File: config.mk
export PLATFORM = sky130hd
export DESIGN_NAME = rom_16x4_sync_flat
export DESIGN_NICKNAME = d
export VERILOG_FILES = /design/src/rtl/rom_16x4_sync_if.sv /design/src/rtl/rom_16x4_sync.sv /design/src/flat_wrapper.sv
export SDC_FILE = /design/constraint.sdc
export NUM_CORES = 1
export LEC_CHECK = 0
export ABC_AREA = 1
export BUFFER_PORTS_ARGS = -buffer_cell sky130_fd_sc_hd__buf_2
export CORE_AREA = 2 2 39 41
export CTS_CLUSTER_DIAMETER = 150
export CTS_CLUSTER_SIZE = 16
export DETAILED_ROUTE_END_ITERATION = 10
export DIE_AREA = 0 0 41 43
export REMOVE_ABC_BUFFERS = 1
export SYNTH_ARGS = -nofsm -noshare
export SYNTH_HDL_FRONTEND = slang
export SYNTH_SLANG_ARGS = --single-unit
File: constraint.sdc
create_clock -name clk -period 1.56 [get_ports clk]
set_input_delay 0.468 -clock clk [delete_from_list [all_inputs] [get_ports clk]]
set_output_delay 0.468 -clock clk [all_outputs]
set_load 0.05 [all_outputs]
File: src/rtl/rom_16x4_sync_if.sv
// Read port bundle for rom_16x4_sync: the host drives en/address, the ROM returns data.
// Handshake: en=1 on a rising edge requests mem[address]; there is no ready, the ROM
// always accepts, and data holds that word from the following edge until the next accepted read or reset.
interface rom_16x4_sync_if #(
    parameter int ADDR_W = 4,
    parameter int DATA_W = 4
);
    logic              en;
    logic [ADDR_W-1:0] address;
    logic [DATA_W-1:0] data;

    modport master (
        output en,
        output address,
        input  data
    );

    modport slave (
        input  en,
        input  address,
        output data
    );
endinterface

File: src/rtl/rom_16x4_sync.sv
// 16x4 constant lookup table, mem[i] = (7*i + 3) mod 16, with a registered read.
// Define ROM_OUT_PIPE_EN to add a second, always-loading output register (latency 2).
module rom_16x4_sync #(
    parameter int               ADDR_W  = 4,
    parameter int               DATA_W  = 4,
    parameter logic [DATA_W-1:0] RST_VAL = '0
) (
    input  logic              clk,
    input  logic              rst,
    rom_16x4_sync_if.slave    bus
);

    logic [DATA_W-1:0] rom_word;
    logic [DATA_W-1:0] stage1_q;

    // An address with X/Z bits matches no item in simulation and reads as zero;
    // every real address is listed, so synthesis never reaches the default.
    always_comb begin
        rom_word = '0;
        case (bus.address)
            4'h0: rom_word = 4'h3;
            4'h1: rom_word = 4'hA;
            4'h2: rom_word = 4'h1;
            4'h3: rom_word = 4'h8;
            4'h4: rom_word = 4'hF;
            4'h5: rom_word = 4'h6;
            4'h6: rom_word = 4'hD;
            4'h7: rom_word = 4'h4;
            4'h8: rom_word = 4'hB;
            4'h9: rom_word = 4'h2;
            4'hA: rom_word = 4'h9;
            4'hB: rom_word = 4'h0;
            4'hC: rom_word = 4'h7;
            4'hD: rom_word = 4'hE;
            4'hE: rom_word = 4'h5;
            4'hF: rom_word = 4'hC;
            default: rom_word = '0;
        endcase
    end

    always_ff @(posedge clk) begin
        if (rst) begin
            stage1_q <= RST_VAL;
        end else if (bus.en) begin
            stage1_q <= rom_word;
        end
    end

`ifdef ROM_OUT_PIPE_EN
    logic [DATA_W-1:0] stage2_q;

    always_ff @(posedge clk) begin
        if (rst) begin
            stage2_q <= RST_VAL;
        end else begin
            stage2_q <= stage1_q;
        end
    end

    assign bus.data = stage2_q;
`else
    assign bus.data = stage1_q;
`endif

endmodule

File: src/flat_wrapper.sv
// flat-port wrapper written by rule: the top's interface ports become plain ports
module rom_16x4_sync_flat 
#(
    parameter int               ADDR_W  = 4,
    parameter int               DATA_W  = 4,
    parameter logic [DATA_W-1:0] RST_VAL = '0
)
  (clk, rst, bus_en, bus_address, bus_data);
  rom_16x4_sync_if #(.ADDR_W(ADDR_W), .DATA_W(DATA_W)) bus_i ();
  input  logic clk;
  input  logic rst;
  input wire logic [$bits(bus_i.en)-1:0] bus_en;
  input wire logic [$bits(bus_i.address)-1:0] bus_address;
  output wire logic [$bits(bus_i.data)-1:0] bus_data;
  assign bus_i.en = bus_en;
  assign bus_i.address = bus_address;
  assign bus_data = bus_i.data;
  rom_16x4_sync #(.ADDR_W(ADDR_W), .DATA_W(DATA_W), .RST_VAL(RST_VAL)) u_core (.clk(clk), .rst(rst), .bus(bus_i));
endmodule
# After elaboration in Yosys (flattened, before gate mapping)
# Memory sizes are Yosys's and may differ from the RTL's. A register that Yosys moved wholly into a read port is not among the register bits.
# Cells that the tools add are included.
[word_totals] register_bits=0 mem_bits_ro=64 input_bits=7 out_inout_bits=4 word_cells=1 n_memories=1
[mem_list] memory="(no name shown)" depth=16 width=4 rd=1 rd_ports_with_merged_regs=1 wr=0 line="rom_16x4_sync.sv:20" rtl="case (bus.address)"

# Longest topological paths before layout
# Gate-level depths: netlist of the first run.
[logic_depth] word_depth=0 depth_mapped=7 depth_no_buf=7

# Worst setup path before layout of the first run
# OpenSTA, ideal clock, no wires.
[synth_path] path_type="input-to-reg" start="in bus_address[0]" end="reg u_core.stage1_q[3], in the netlist u_core.bus.data[3]" setup_ns=0.109 t_arrival_ns=0.996 t_required_ns=1.451 setup_slack_ns=0.456 cell_stages=7 n_path_buf=0 path_cell_list="inv_1 > ha_1 > inv_1 > nand2_1 > nand3_1 > nand2_1 > inv_1"
[synth_rtl] element="from (decl)" line="flat_wrapper.sv:13" rtl="input wire logic [$bits(bus_i.address)-1:0] bus_address;"
[synth_rtl] element="to (decl)" line="rom_16x4_sync.sv:14" rtl="logic [DATA_W-1:0] stage1_q;"

# Worst setup path after layout of the first run
[layout_path] start="reg u_core.stage1_q[1], in the netlist u_core.bus.data[1]" end="out bus_data[1]"
[layout_rtl] element="to (decl)" line="flat_wrapper.sv:14" rtl="output wire logic [$bits(bus_i.data)-1:0] bus_data;"
# No word-level cell between the ends.

==> flow_metrics.py, run 1 <==
metrics = {
    "power": {
        "p_per_area_nw_per_um2": 1080,
        "p_leak_nw": 0.163,
        "p_switching_mw": 0.0857,
        "ir_drop_v": 0.000407,
        "pwr-share-clk_pct": 41.0,
        "power_frac_seq_pct": 37.9,
        "switching_share_pct": 28.5,
        "p_comb_share_pct": 21.1,
        "internal-power_mw": 0.215,
    },
    "finish": {
        "largest_reg_flops": 4,
        "fillers": 167,
        "final_cell_mix": "buf_2, inv_1, dfxtp_1",
        "drive_gt1_share_pct": 34.2,
        "diodes": 0,
        "syn2layout_area_growth_pct": 50.0,
        "final_common_cell": "buf_2",
        "layout.nets": 49,
        "final_area_sq_um": 278,
    },
    "global_routing": {
        "first_global_vias": 162,
        "overflow": 0,
        "grtUsageTotal_pct": 6.02,
        "grt_pass1_wl_um": 558,
        "antenna_found_initial": 0,
        "grt_start_max_net_pins": 9,
    },
    "route": {
        "routed_wl_um": 410,
        "first_pass_iters": 2,
        "ant_nets": 0,
        "wire_per_inst_um": 7.59,
        "drt_iter0_drc": 4,
        "via_count": 204,
        "drc": 0,
        "viasPerCell": 3.78,
    },
    "clocking": {
        "cts_buffer_depth": 2,
        "ctsResizeCount": 0,
        "cts_max_level": 1,
        "cts_tree": "yes",
        "cts_num_sinks": 4,
        "cts-root-buf": "clkbuf_4",
        "cts_inserted_buffers": 3,
        "cts_setup_buffers": 0,
        "insertion_delay_ps": 230,
        "hold_buffers": 0,
        "clk_pin_slew_ps": 30,
    },
    "timing": {
        "finalCritPeriodShare_pct": 82.8,
        "whs_ps": 427,
        "relSlewSlack_pct": 83.4,
        "tightest_slew_ps": 251,
        "setup_viol": 0,
        "hold_viol_final": 0,
        "drv_slew": 0,
        "rsz0062_at_grt": "false",
        "skew_ps": 0,
        "fin_tns_setup_ps": 0,
        "fmaxAchievable_ghz": 0.775,
        "period_needed_ps": 1290,
    },
    "flow_run": {
        "cap_violations": 0,
    },
    "floorplanning": {
        "die_w_um": 41,
        "dieArea_sq_um": 1760,
        "core-area_sq_um": 1380,
        "rows": 14,
        "fp.dieH_um": 43,
        "io_pins": 11,
        "start_util_pct": 13.4,
    },
    "worst_setup_path": {
        "critPathBufInv": 1,
        "end_kind": "output pin",
        "cp_max_fo": 2,
        "path_delay_family": "flip-flops",
        "critPathKind": "reg2out",
        "critPathArrivalTime_ps": 820,
        "crit_slowest_cell": "dfxtp_1",
        "startpoint_type": "flop",
        "cpPeakStageDelay_ps": 330,
        "cp.required_ps": 1090,
        "worstPathCellList": "buf_2",
    },
    "yosys": {
        "synth_cell_types": 8,
        "synth-seq-area-share_pct": 43.2,
        "syn_area_per_cell_sq_um": 7.41,
        "synth_cells": 25,
        "netlist_area_sq_um": 185,
        "yosys_warnings": 0,
        "ys_ff_latch": 4,
    },
    "placement": {
        "place_congestion": 0.693,
        "io_buffers": 10,
        "dpl_cell_area_sq_um": 255,
    },
    "run_status": {
        "status": "finished, final reports clean",
    },
    "worst_hold_path": {
        "min-delay-path-class": "in2reg",
    },
}
-- area by class of cell --
cell class	instances	area, sq um	area share, %
flip-flops and latches	4	80.1	28.8
multi-input cells	15	82.6	29.7
well taps	16	20.0	7.21
repair buffers	10	50.0	18.0
clock buffers	3	22.5	8.11
inverters	6	22.5	8.11
-- path summary, 6_finish.rpt --
path | startpoint | endpoint | slack [ps] | depth (start not counted)
worst max-delay path | u_core.bus.data[1] | bus_data[1] | 270 | 1
worst min-delay path | bus_address[1] | u_core.bus.data[1] | 430 | 2
worst max register to register | u_core.bus.data[1] | u_core.bus.data[1] | 940 | 2
worst min register to register | u_core.bus.data[2] | u_core.bus.data[2] | 510 | 2
-- layer usage --
metal / GRT usage (%) / wire length [um] / vias up
met5: 0 / 0 / -
met4: 6.00 / 8 / 0
met3: 7.85 / 48 / 2
met2: 7.19 / 208 / 8
met1: 4.17 / 145 / 88
li1: - / - / 106
-- power groups by stage --
stage / Clock, mW / Sequential, mW / Combinational (mW)
2_1_floorplan: 0 / 0.141 / 0.0173
3_3_place_gp: 0 / 0.115 / 0.0632
3_5_place_dp: 0 / 0.115 / 0.0649
4_1_cts: 0.132 / 0.114 / 0.0650
5_1_grt: 0.143 / 0.114 / 0.0686
6_report: 0.123 / 0.114 / 0.0636
-- synthesized netlist by cell type --
cell type | number | area share [%]
a21oi_1 | 3 | 8.1
dfxtp_1 | 4 | 43
ha_1 | 2 | 14
inv_1 | 6 | 12
nand2_1 | 3 | 6.1
nand3_1 | 1 | 2.7
nor2_1 | 3 | 6.1
o21ai_0 | 3 | 8.1
-- kinds of logic after synthesis --
| kind of cell | synth area share [%] |
|---|---|
| buffers and inverters | 12.2 |
| and+or+nand+nor | 14.9 |
| DFF | 43.2 |
| AOI/OAI and AO/OA | 16.2 |
| adders and majority gates | 13.5 |
-- worst register-to-register path, cell delays in order (launching register included) --
cell and delay [ps]:
dfxtp_1 300, o21ai_0 140, a21oi_1 60
-- through the flow --
stage | total power, mW | worst slack (ps) | std cells | util (%)
floorplan | 0.159 | 456 | 25 | -
global placement | 0.178 | 318 | 51 | 18.4
detailed placement | 0.180 | 300 | 51 | 18.4
CTS | 0.311 | 252 | 54 | 20.1
global route | 0.326 | 232 | 54 | 20.1
finish | 0.301 | 269 | 54 | 20.1
No activity file was read; power rests on OpenSTA's default activity.
==> run 2: changes to the inputs <==
Clock period 1.56 ns to 1.2 ns, I/O delays scaled along.
==> run 2 against run 1 <==
  * Design area increased by 3.6%
  * Total power increased by 33%
  * Worst hold slack got worse by 110 ps
  * Wire length increased by 3.9%
  * Flip-flop and latch count unchanged
  * Setup slack got worse by 220 ps
  * Register-to-register slack got worse by 380 ps
  * Die area unchanged
  * First-iteration DRC count decreased by 50%
  * Cell count unchanged
  * Non-clock buffer count unchanged
  * Critical endpoint unchanged
  * Global-route usage decreased by 0.40 points
==> flow_metrics.py, run 2 (synthesized netlist as in run 1, its figures left out) <==
metrics = {
    "finish": {
        "syn2layout_area_growth_pct": 55.4,
        "largest_reg_flops": 4,
        "final_cell_mix": "clkbuf_4, inv_1, buf_2",
        "final_area_sq_um": 288,
        "final_cells": 54,
        "layout.nets": 49,
        "diodes": 0,
        "drive_gt1_share_pct": 34.2,
        "utilization_pct": 20.8,
        "final_common_cell": "clkbuf_4",
    },
    "floorplanning": {
        "rows": 14,
        "fp.dieH_um": 43,
        "start_util_pct": 13.4,
        "dieArea_sq_um": 1760,
        "core-area_sq_um": 1380,
        "io_pins": 11,
        "die_w_um": 41,
    },
    "clocking": {
        "clk_pin_slew_ps": 40,
        "cts_buffer_depth": 2,
        "cts_setup_buffers": 0,
        "insertion_delay_ps": 230,
        "hold_buffers": 0,
        "cts-root-buf": "clkbuf_4",
        "cts_max_level": 1,
        "cts_inserted_buffers": 3,
        "cts_tree": "yes",
        "cts_num_sinks": 4,
    },
    "global_routing": {
        "grtUsageTotal_pct": 5.62,
        "grt_pass1_wl_um": 600,
        "antenna_found_initial": 0,
        "overflow": 0,
        "grt_start_max_net_pins": 9,
        "first_global_vias": 173,
    },
    "timing": {
        "period_needed_ps": 1160,
        "whs_ps": 322,
        "relSlewSlack_pct": 90.6,
        "fin_tns_setup_ps": 0,
        "setup_viol": 0,
        "skew_ps": 0,
        "drv_slew": 0,
        "hold_viol_final": 0,
        "finalCritPeriodShare_pct": 96.3,
        "tightest_slew_ps": 140,
        "rsz0062_at_grt": "false",
        "fmaxAchievable_ghz": 0.866,
        "finalWorstSetupSlack_ps": 44.6,
    },
    "placement": {
        "io_buffers": 10,
        "dp_hpwl_um": 370,
        "dpl.cell_count": 51,
        "dp_slack_ps": 57.8,
        "dpl_cell_area_sq_um": 255,
        "place_congestion": 0.704,
    },
    "power": {
        "p_leak_nw": 0.162,
        "p_per_area_nw_per_um2": 1390,
        "power.total_mw": 0.400,
        "ir_drop_v": 0.000535,
    },
    "worst_setup_path": {
        "cp_max_fo": 2,
        "r2r_start": "u_core.bus.data[1]",
        "worstPathCellList": "clkbuf_4",
        "end_kind": "output pin",
        "critPathKind": "reg2out",
        "critPathBufInv": 1,
        "critPathArrivalTime_ps": 800,
        "path_delay_family": "flip-flops",
        "startpoint_type": "flop",
        "cp.required_ps": 840,
        "crit_slowest_cell": "dfxtp_1",
        "critical_path.startpoint": "u_core.bus.data[1]",
        "cpPeakStageDelay_ps": 330,
    },
    "route": {
        "wire_per_inst_um": 7.89,
        "drc": 0,
        "first_pass_iters": 4,
        "routed_wl_um": 426,
        "ant_nets": 0,
        "via_count": 200,
        "viasPerCell": 3.70,
        "drt_iter0_drc": 2,
    },
    "worst_hold_path": {
        "min-delay-path-class": "in2reg",
        "min-delay-start": "bus_address[1]",
    },
    "run_status": {
        "status": "finished, final reports clean",
    },
    "flow_run": {
        "cap_violations": 0,
    },
}
run 2: cell count changes in the layout (fill, tap and decap cells not counted), sizes merged:
cell,before,now
clkbuf,3,7
buf,10,6
run 2: repair_timing:
item                                    in CTS  in global routing
hold endpoints to repair                     0                  0
resized for setup                            0                  4
endpoints found under the setup margin       0                  4
run 2: worst paths after layout:
path / end / slack (ps) / depth (start not counted)
hold / removal: u_core.bus.data[1] / 320 / 2
setup / recovery: bus_data[1] / 40 / 1
hold reg to reg: u_core.bus.data[2] / 520 / 2
setup reg to reg: u_core.bus.data[1] / 560 / 2
run 2: report_power, final:
group / switching, mW / internal [mW] / leakage (nW) / total (mW)
registers: 0.00475 / 0.144 / 0.0333 / 0.148
logic: 0.0584 / 0.0290 / 0.115 / 0.0874
clock network: 0.0528 / 0.112 / 0.0138 / 0.165
total: 0.116 / 0.284 / 0.162 / 0.400
run 2: layout make-up:
class / count / area, sq um
fill: 170 / 1100
sequential: 4 / 80.1
clock buffer: 3 / 22.5
multi-input combinational: 15 / 82.6
timing repair buffer: 10 / 60.1
tap: 16 / 20.0
inverter: 6 / 22.5
run 2: per-layer routing:
metal	vias to the layer above	wire, um	part of all wire, %	track usage [%]
met4	0	0	0	4.00
met3	0	47	11	4.71
met2	11	198	46	7.50
met1	86	179	42	5.45
li1	103	-	-	-
met5	-	0	0	0
